==> config.mk <==
export PLATFORM = sky130hd
export DESIGN_NAME = op_seq_controller
export DESIGN_NICKNAME = d
export VERILOG_FILES = /design/src/rtl/op_seq_controller.sv
export SDC_FILE = /design/constraint.sdc
export NUM_CORES = 1
export LEC_CHECK = 0
export CAP_MARGIN = 40
export CORE_ASPECT_RATIO = 0.8
export CORE_MARGIN = 2
export CORE_UTILIZATION = 52
export CTS_BUF_LIST = sky130_fd_sc_hd__clkbuf_4 sky130_fd_sc_hd__clkbuf_8
export DETAILED_ROUTE_END_ITERATION = 8
export PLACE_DENSITY = 0.82
export SETUP_SLACK_MARGIN = 0.05
export SYNTH_ARGS = -nofsm -noshare
export SYNTH_HDL_FRONTEND = slang
export SYNTH_SLANG_ARGS = --single-unit
==> constraint.sdc <==
create_clock -name clk -period 2.77 [get_ports clk]
set_clock_uncertainty 0.1 [all_clocks]
set_input_delay 0.4155 -clock clk [delete_from_list [all_inputs] [get_ports clk]]
set_output_delay 0.4155 -clock clk [all_outputs]
set_load 0.01 [all_outputs]
==> src/rtl/op_seq_controller.sv <==
// Operand/opcode sequencer: issues num_pairs LFSR-generated A/B pairs with an opcode
// over a valid/ready handshake, then pulses done. Abort returns to IDLE immediately.
module op_seq_controller #(
    parameter int                WIDTH = 7,
    parameter int                OPW   = 1,
    parameter int                CNTW  = 8,
    parameter logic [WIDTH-1:0]  TAPS  = 7'h60
) (
    input  logic             clk,
    input  logic             reset,
    input  logic             start,
    input  logic             abort,
    input  logic             mode,
    input  logic [OPW-1:0]   op_sel,
    input  logic [WIDTH-1:0] seed,
    input  logic [CNTW-1:0]  num_pairs,
    input  logic             ready,
    output logic [WIDTH-1:0] A,
    output logic [WIDTH-1:0] B,
    output logic [OPW-1:0]   OP,
    output logic             valid,
    output logic             busy,
    output logic             done,
    output logic [CNTW-1:0]  pair_count
);

    typedef enum logic [1:0] {
        IDLE  = 2'd0,
        ISSUE = 2'd1,
        DONE  = 2'd2
    } state_t;

    state_t          state;
    state_t          state_next;
    logic [CNTW-1:0] np_q;
    logic            mode_q;
    logic [CNTW-1:0] cnt_inc;
    logic            handshake;
    logic            last_pair;

    function automatic logic [WIDTH-1:0] lfsr_step(input logic [WIDTH-1:0] x);
        return (x >> 1) ^ (x[0] ? TAPS : '0);
    endfunction

    assign cnt_inc   = pair_count + 1'b1;
    assign handshake = (state == ISSUE) && ready;
    assign last_pair = (cnt_inc == np_q);

    assign valid = (state == ISSUE);
    assign busy  = (state == ISSUE);
    assign done  = (state == DONE);

    always_ff @(posedge clk) begin
        if (reset) begin
            state <= IDLE;
        end else begin
            state <= state_next;
        end
    end

    // Abort outranks a handshake on the final pair, so no done pulse follows an abort.
    always_comb begin
        state_next = state;
        case (state)
            IDLE: begin
                if (start) begin
                    state_next = (num_pairs != '0) ? ISSUE : DONE;
                end
            end
            ISSUE: begin
                if (abort) begin
                    state_next = IDLE;
                end else if (ready && last_pair) begin
                    state_next = DONE;
                end
            end
            DONE: begin
                state_next = IDLE;
            end
            default: begin
                state_next = IDLE;
            end
        endcase
    end

    always_ff @(posedge clk) begin
        if (reset) begin
            A          <= '0;
            B          <= '0;
            OP         <= '0;
            pair_count <= '0;
            np_q       <= '0;
            mode_q     <= 1'b0;
        end else begin
            if (state == IDLE && start) begin
                np_q       <= num_pairs;
                mode_q     <= mode;
                pair_count <= '0;
                // An all-zero LFSR state would lock up, so zero seeds are replaced by 1.
                if (num_pairs != '0) begin
                    A  <= (seed == '0) ? WIDTH'(1) : seed;
                    B  <= ((~seed) == '0) ? WIDTH'(1) : ~seed;
                    OP <= mode ? op_sel : '0;
                end
            end
            if (handshake) begin
                if (pair_count != '1) begin
                    pair_count <= cnt_inc;
                end
                if (!abort && !last_pair) begin
                    A <= lfsr_step(A);
                    B <= lfsr_step(B);
                    if (!mode_q) begin
                        OP <= OP + 1'b1;
                    end
                end
            end
        end
    end

endmodule

# ---- Word-level counts from Yosys, hierarchy flattened
# Cells that the tools add are included.
dict set report word_totals {
  input_bits 22
  regBits 34
  out_inout_bits 26
  word_cells 55
}
dict set report op_classes {
  addsub 2
  n_reduce_logical 11
  mux 26
  eq_ne 6
  bitwise_logic 3
}
# cell n
set ops {}
lappend ops {{$mux 7} 12}
lappend ops {{$mux 8} 3}
lappend ops {{$logic_not 7->1} 2}
lappend ops {{$xor 6x7->7} 2}
lappend ops {{$add 8x1->8 const B} 1}
lappend ops {{$eq 8x8->1} 1}
lappend ops {{$mux 2} 4}
lappend ops {{$ne 8x8->1 const B} 1}
lappend ops {{$reduce_bool 8->1} 1}
lappend ops {{$not 7->7} 1}
lappend ops {{$mux 1} 6}
lappend ops {{$logic_and 1x1->1} 4}
lappend ops {{$pmux 2 s2} 1}
lappend ops {{$ne 3x2->1 const B} 1}
lappend ops {{$eq 2x1->1 const B} 1}
lappend ops {{$eq 2x2->1 const B} 1}
lappend ops {{$logic_not 1->1} 2}
lappend ops {{$logic_not 2->1} 1}
lappend ops {{$ne 2x2->1 const B} 1}
lappend ops {{$reduce_and 2->1} 1}
lappend ops {{$add 1x1->1 const B} 1}

# ---- Longest topological paths before layout
dict set report depth {
  ltp_word 7
  depth_mapped 8
  ltp_nobuf 6
}

# ---- Worst setup path after synthesis
# No wires, ideal clock.
dict set report synth_path {
  path_type {register -> register}
  startpoint {register pair_count[0]}
  endpoint {register A[1]}
  synth_period_minus_slack_ns 2.527
  required_time_ns 2.549
  n_path_buf 2
  t_arrival_ns 2.305
  setup_slack_ns 0.243
  path_stages_with_launch 9
  setup_ns 0.121
  path_cell_list {dfxtp_1 -> ha_1 -> buf_6 -> o21ba_1 -> a221o_1 -> a2111oi_4 -> a31oi_4 -> buf_6 -> mux2_4}
}
dict set report synth_between {
  elab_chain_cells 6
}
# item line_no
set synth_lines {}
lappend synth_lines {{start: declaration} 24} ;# output logic [CNTW-1:0] pair_count
lappend synth_lines {{start signal: assignment} 108} ;# pair_count <= cnt_inc;
lappend synth_lines {{$add 8x1->8} 45} ;# assign cnt_inc = pair_count + 1'b1;
lappend synth_lines {{$eq 8x8->1} 47} ;# assign last_pair = (cnt_inc == np_q);
lappend synth_lines {{$logic_not 1->1} 110} ;# if (!abort && !last_pair) begin
lappend synth_lines {{$logic_and 1x1->1} 110}
lappend synth_lines {{$mux 7} 110}
lappend synth_lines {{$mux 7} 106} ;# if (handshake) begin
lappend synth_lines {{end signal: assignment} 101} ;# A <= (seed == '0) ? WIDTH'(1) : seed;
lappend synth_lines {{end signal: assignment} 111} ;# A <= lfsr_step(A);
lappend synth_lines {{end: declaration} 18} ;# output logic [WIDTH-1:0] A,
# Every way passes these cells.
# A chain may end at the register's enable or synchronous reset.

# ---- Worst setup path in the final report
dict set report layout_path {
  startpoint {register pair_count[1]}
  endpoint {register A[3]}
}
# The elaborated chain is that of the path after synthesis.

==> results.sh <==
export IMPL_yosysUniqueCellTypes=51
export IMPL_dieArea_um2=4560
export IMPL_antenna_found_initial=0
export IMPL_fmax_mhz=387
export IMPL_start_util_pct=54.7
export IMPL_yosysMostFrequentCell="nand2_1"
export IMPL_grt_pass1_wl_mm=8.17
export IMPL_vdd_drop_max_mv=0.348
export IMPL_root_buffer="clkbuf_8"
export IMPL_syn_to_final_growth_pct=31.5
export IMPL_slowest_delay_ns=0.43
export IMPL_ant_nets=0
export IMPL_cts_sinks=34
export IMPL_drv_cap=0
export IMPL_min_delay_path_depth=2
export IMPL_min_from="mode_q$_SDFFE_PP0P_"
export IMPL_path_class="flip-flop to flip-flop"
export IMPL_drc=0
export IMPL_yosysTopAreaCellShare_pct=32.5
export IMPL_fill_cells=297
export IMPL_r2r_slack_ns=0.19
export IMPL_leakage_nw=1.06
export IMPL_h_tree_depth=2
export IMPL_met2_usage_pct=32.7
export IMPL_avgSynthCellArea_um2=8.48
export IMPL_synth_seq_area_share_pct=32.5
export IMPL_finalSetupTns_ns=0
export IMPL_die_w_um=75.0
export IMPL_core_um2=3830
export IMPL_p_int_mw=0.877
export IMPL_holdPathEnd="mode_q$_SDFFE_PP0P_"
export IMPL_crit_fanout=9
export IMPL_r2r_end="A[3]$_SDFF_PP0_"
export IMPL_io_pin_count=48
export IMPL_crit_chain="ha_1, o21ba_1, a221o_1, a2111oi_4, a31oi_4, buf_4, mux2_4"
export IMPL_n_antenna_cell=0
export IMPL_outcome="finished clean"
export IMPL_detail_route_wl_per_cell_um=14.4
export IMPL_worst_slew_pin_slew_ns=0.703
export IMPL_period_share_pct=93.3
export IMPL_rsz0062_at_grt="no"
export IMPL_fin_nets=324
export IMPL_end_kind="flip-flop"
export IMPL_firstDrtPassIters=4
export IMPL_worstPathArrival_ns=2.66
export IMPL_synth_area_um2=2100
export IMPL_clkPwrFrac_pct=32.6
export IMPL_top_usage_layer="met1"
export IMPL_hold_buffers=0
export IMPL_met1_usage_pct=36.4
export IMPL_synthCells=247
export IMPL_syn_nets=270
export IMPL_yosys_top_cells_area="dfxtp_1 (32%), a21oi_1 (6.7%), nand2_1 (6.3%)"
export IMPL_yosys_top_cells_count="nand2_1 (35), dfxtp_1 (34), a21oi_1 (28), nor2_1 (15), nor2b_1 (13)"
export IMPL_hold_viol_final=0
export IMPL_crit_cells=7
export IMPL_vias=1975
export IMPL_placement_rows=20
export IMPL_pwr_share_comb_pct=22.2
export IMPL_synth_edf_count=0
export IMPL_p_total_mw=1.21
export IMPL_seq_area_um2=681
export IMPL_portBuffers=47
export IMPL_gp_congestion=0.923
export IMPL_switchingPower_mw=0.329
export IMPL_grt_pass1_vias=1704
export IMPL_drive_above_1_share_pct=15.9
export IMPL_yosysTopAreaCell="dfxtp_1"
export IMPL_cp_top_family="compound AO/OA/AOI/OAI gates"
export IMPL_drt_total_wl_mm=5.13
export IMPL_hp_class="flip-flop to flip-flop"
export IMPL_synth_seq_cells=34
export IMPL_power_density_nw_per_um2=437
export IMPL_p_sw_share_pct=27.3
export IMPL_timing_max_transition_violations_final=0
export IMPL_pwr_share_seq_pct=45.2
export IMPL_cp_start_kind="flip-flop"
export IMPL_grt_max_degree=26
export IMPL_worst_r2r_cell_count=7
export IMPL_grtUsageMet3_pct=5.48
export IMPL_grt_use_total_pct=23.9
export IMPL_fin_crit_ns=2.58
export IMPL_cts_clk_slew_worst_paths_ns=0.07
export IMPL_reg2reg_from="pair_count[1]$_SDFF_PP0_"
export IMPL_multi_input_area_um2=1270
export IMPL_worstSkewPairLatency_ns=0.29
export IMPL_worstPathRequired_ns=2.85
export IMPL_viasPerCell=5.53
export IMPL_dpl_hpwl_mm=3.82
export IMPL_cts_tree="done"
export IMPL_cts_resized=0
export IMPL_worst_path_buf_inv=1
export IMPL_cts_made_buffers=5
export IMPL_setup_viol=0
export IMPL_gr_total_overflow=0
export IMPL_yosysWarnings=0
export IMPL_slew_headroom_pct=52.6
export IMPL_critical_path_slowest_cell="a2111oi_4"
export IMPL_synth_main_ff_cell="dfxtp_1"
export IMPL_async_flop_share_pct=0
export IMPL_die_h_um=60.8
export IMPL_drtIter0Drc=159
export IMPL_clockBufferDepth=2
-- worst reg2reg max path, stage by stage (launching register included) --
cell	delay, ns
dfxtp_1	0.36
ha_1	0.31
o21ba_1	0.21
a221o_1	0.37
a2111oi_4	0.43
a31oi_4	0.19
buf_4	0.21
mux2_4	0.30
-- timing repair --
item	in CTS	in global routing
buffers inserted	0	2
endpoints found under the setup margin	0	12
endpoints found under the hold margin	0	0
-- placed cells by master, fill, tap and decap left out, types with 5 or more instances in the layout --
master           Yosys  final
a21oi_1             28     28
buf_4                4     13
clkbuf_8             0      6
clkdlybuf4s50_1      0     47
dfxtp_1             34     34
inv_1                8      8
mux2_2               5      5
mux2_4               7      7
mux2i_1              8      8
nand2_1             35     35
nand3_1              5      5
nand4_1              5      5
nor2_1              15     15
nor2b_1             13     13
o21ai_0              9      9
or2_2                5      5
-- final cells by class --
type | count | share of cell area (%)
Multi-Input combinational cell | 190 | 46.2
Sequential cell | 34 | 24.7
Timing Repair Buffer | 62 | 22.1
Clock buffer | 7 | 3.27
Tap cell | 55 | 2.50
Inverter | 8 | 1.09
Clock inverter | 1 | 0.182
-- how the worst max path moves through the flow --
stage,start,endpoint
after global routing,pair_count[1]$_SDFF_PP0_,state[1]$_SDFFE_PP0P_
after global placement,num_pairs[5],A[5]$_SDFF_PP0_
after floorplan,pair_count[0]$_SDFF_PP0_,A[1]$_SDFF_PP0_
after detailed placement,pair_count[1]$_SDFF_PP0_,B[3]$_SDFF_PP0_
after CTS,pair_count[1]$_SDFF_PP0_,B[0]$_SDFF_PP0_
final,pair_count[1]$_SDFF_PP0_,A[3]$_SDFF_PP0_
-- metal layers --
metal,vias up,wire length [um]
li1,978,-
met1,921,2580
met2,65,2150
met3,11,324
met4,0,78
met5,-,0
-- state kept, by name, indices dropped and copies added, names as in the netlist --
| name | cells |
|---|---|
| OP | 1 |
| mode_q | 1 |
| B | 7 |
| pair_count | 8 |
| np_q | 8 |
| A | 7 |
| state | 2 |
-- per-stage QoR --
stage	hold WS, ns	cells	setup WS (ns)	util, %	instance area [um2]
floorplan	0.336	247	0.243	-	2100
global placement	0.354	347	0.208	68.8	2630
detailed placement	0.355	347	0.140	68.8	2630
CTS	0.365	355	0.129	71.2	2730
global route	0.385	357	0.0567	72.0	2760
finish	0.365	357	0.185	72.0	2760
-- logic make-up (layout without fill, tap and decap cells) --
logic type / after synthesis / count (layout) / synth area share, %
AO/OA/AOI/OAI: 55 / 55 / 17.9
XOR/XNOR: 9 / 9 / 4.42
adder cells (fa/ha/maj): 1 / 1 / 0.597
buffers and inverters: 23 / 78 / 6.99
flip-flops: 34 / 34 / 32.5
multiplexers: 20 / 20 / 11.5
AND/OR/NAND/NOR: 105 / 105 / 26.1
-- power by group through the flow --
stage / logic (mW) / clock network (mW) / registers (mW)
final: 0.267 / 0.393 / 0.545
after floorplan: 0.141 / 0 / 0.558
after global routing: 0.291 / 0.413 / 0.550
after CTS: 0.264 / 0.394 / 0.545
after detailed placement: 0.262 / 0 / 0.556
after global placement: 0.258 / 0 / 0.555
Power figures use the tool's default switching activity.
==> patch: new RTL, same settings <==
Register the input `mode` before use, with the module's reset. The logic sees it one clock later. The other inputs are not delayed to match.
--- a/src/rtl/op_seq_controller.sv
+++ b/src/rtl/op_seq_controller.sv
@@ -30,4 +30,14 @@
         DONE  = 2'd2
     } state_t;
+
+    logic mode_r;
+
+    always_ff @(posedge clk) begin
+        if (reset) begin
+            mode_r <= '0;
+        end else begin
+            mode_r <= mode;
+        end
+    end
 
     state_t          state;
@@ -95,5 +105,5 @@
             if (state == IDLE && start) begin
                 np_q       <= num_pairs;
-                mode_q     <= mode;
+                mode_q     <= mode_r;
                 pair_count <= '0;
                 // An all-zero LFSR state would lock up, so zero seeds are replaced by 1.
@@ -101,5 +111,5 @@
                     A  <= (seed == '0) ? WIDTH'(1) : seed;
                     B  <= ((~seed) == '0) ? WIDTH'(1) : ~seed;
-                    OP <= mode ? op_sel : '0;
+                    OP <= mode_r ? op_sel : '0;
                 end
             end
Check against the original RTL: not equivalent (a bounded check fails within 4 cycles, from zero or initial values and one cycle with reset high).
==> patch against the unedited design <==
Worst setup slack better by 34 ps. Sequential cell count is 1 higher. First-iteration DRC count is 28% higher. Synthesized area is 5.9% lower. Wire length is 2.1% lower. Total power is 1.9% higher. Via count is 1.0% higher. Cell count is 7.0% lower. Design area is 5.9% lower. Critical path type unchanged. Highest routed layer unchanged.
==> patch: results (changes against the unedited design) <==
| Metric | Value |
|---|---|
| Comb power | `254 µW (-5%)` |
| Post-Route WL | `5030 µm (-2.1%)` |
| Crit Path Max Fanout | `31 (+22)` |
| Sequential-to-total area share from yosys stat | `35.5% (+3.0 points)` |
| Hold_ws | `356 ps (-8.87 ps)` |
| Max frequency | `392 MHz (+1.3%)` |
| HPWL Detailed | `3670 µm (-3.8%)` |
| Dpl cell area | `0.00249 mm² (-5.4%)` |
| Status | `finished clean` |
| Layout cells sized above 1 | `10.0% (-5.9 points)` |
| GP Congestion | `0.841 (-8.9%)` |
| First-pass GRT wire length | `8400 µm (+2.8%)` |
| Placed insts | `324 (-6.6%)` |
| Routed vias | `1995 (+1.0%)` |
| Worst slew pin tran | `777 ps (+73.6 ps)` |
| Int Pwr | `904 µW (+3.1%)` |
| Cell variety after synth | `49 (-3.9%)` |
| Setup WS pre-CTS | `280 ps (+141 ps)` |
| CP Data Arrival Time | `2620 ps (-40 ps)` |
| Post-Syn Nets | `268 (-0.74%)` |
| PwrDens | `473 mW/mm² (+8.2%)` |
| Max stage delay on crit path | `460 ps (+30 ps)` |
| R2R Path Start | `pair_count[0]$_SDFF_PP0_` |
| Static Leak | `0.000924 µW (-13%)` |
| Family with the most delay on the worst path | `simple AND/OR/NAND/NOR gates` |
patch: changes by cell type after synthesis, moves of 7 or more:
cell      change
nor3_1       +12
a21oi_1      -12
nor2b_1      -10
o221ai_1      +8
mux2_4        -7
nor3b_1      +12
patch: cell type report:
class                   count  area, µm²  share of cell area (%)
clock buffers               8        104                    4.00
flip-flops and latches     35        701                    27.0
repair buffers             57        558                    21.5
well taps                  42       52.6                    2.03
multi-input cells         180       1140                    44.0
inverters                  10       37.5                    1.45
patch: kinds of logic after synthesis:
| kind of cell | synth area share, % |
|---|---|
| multiplexers | 3.68 |
| flip-flops | 35.5 |
| AND/OR/NAND/NOR | 28.2 |
| AO/OA/AOI/OAI | 20.9 |
| adder cells (fa/ha/maj) | 0.634 |
| buffers and inverters | 6.66 |
| XOR/XNOR | 4.44 |
patch: metal layers:
metal	vias up	GRT usage [%]	share of wire, %
li1	978	-	-
met3	4	5.78	7.8
met2	86	35.3	41
met5	-	0	0
met4	0	6.61	0.68
met1	927	38.9	50
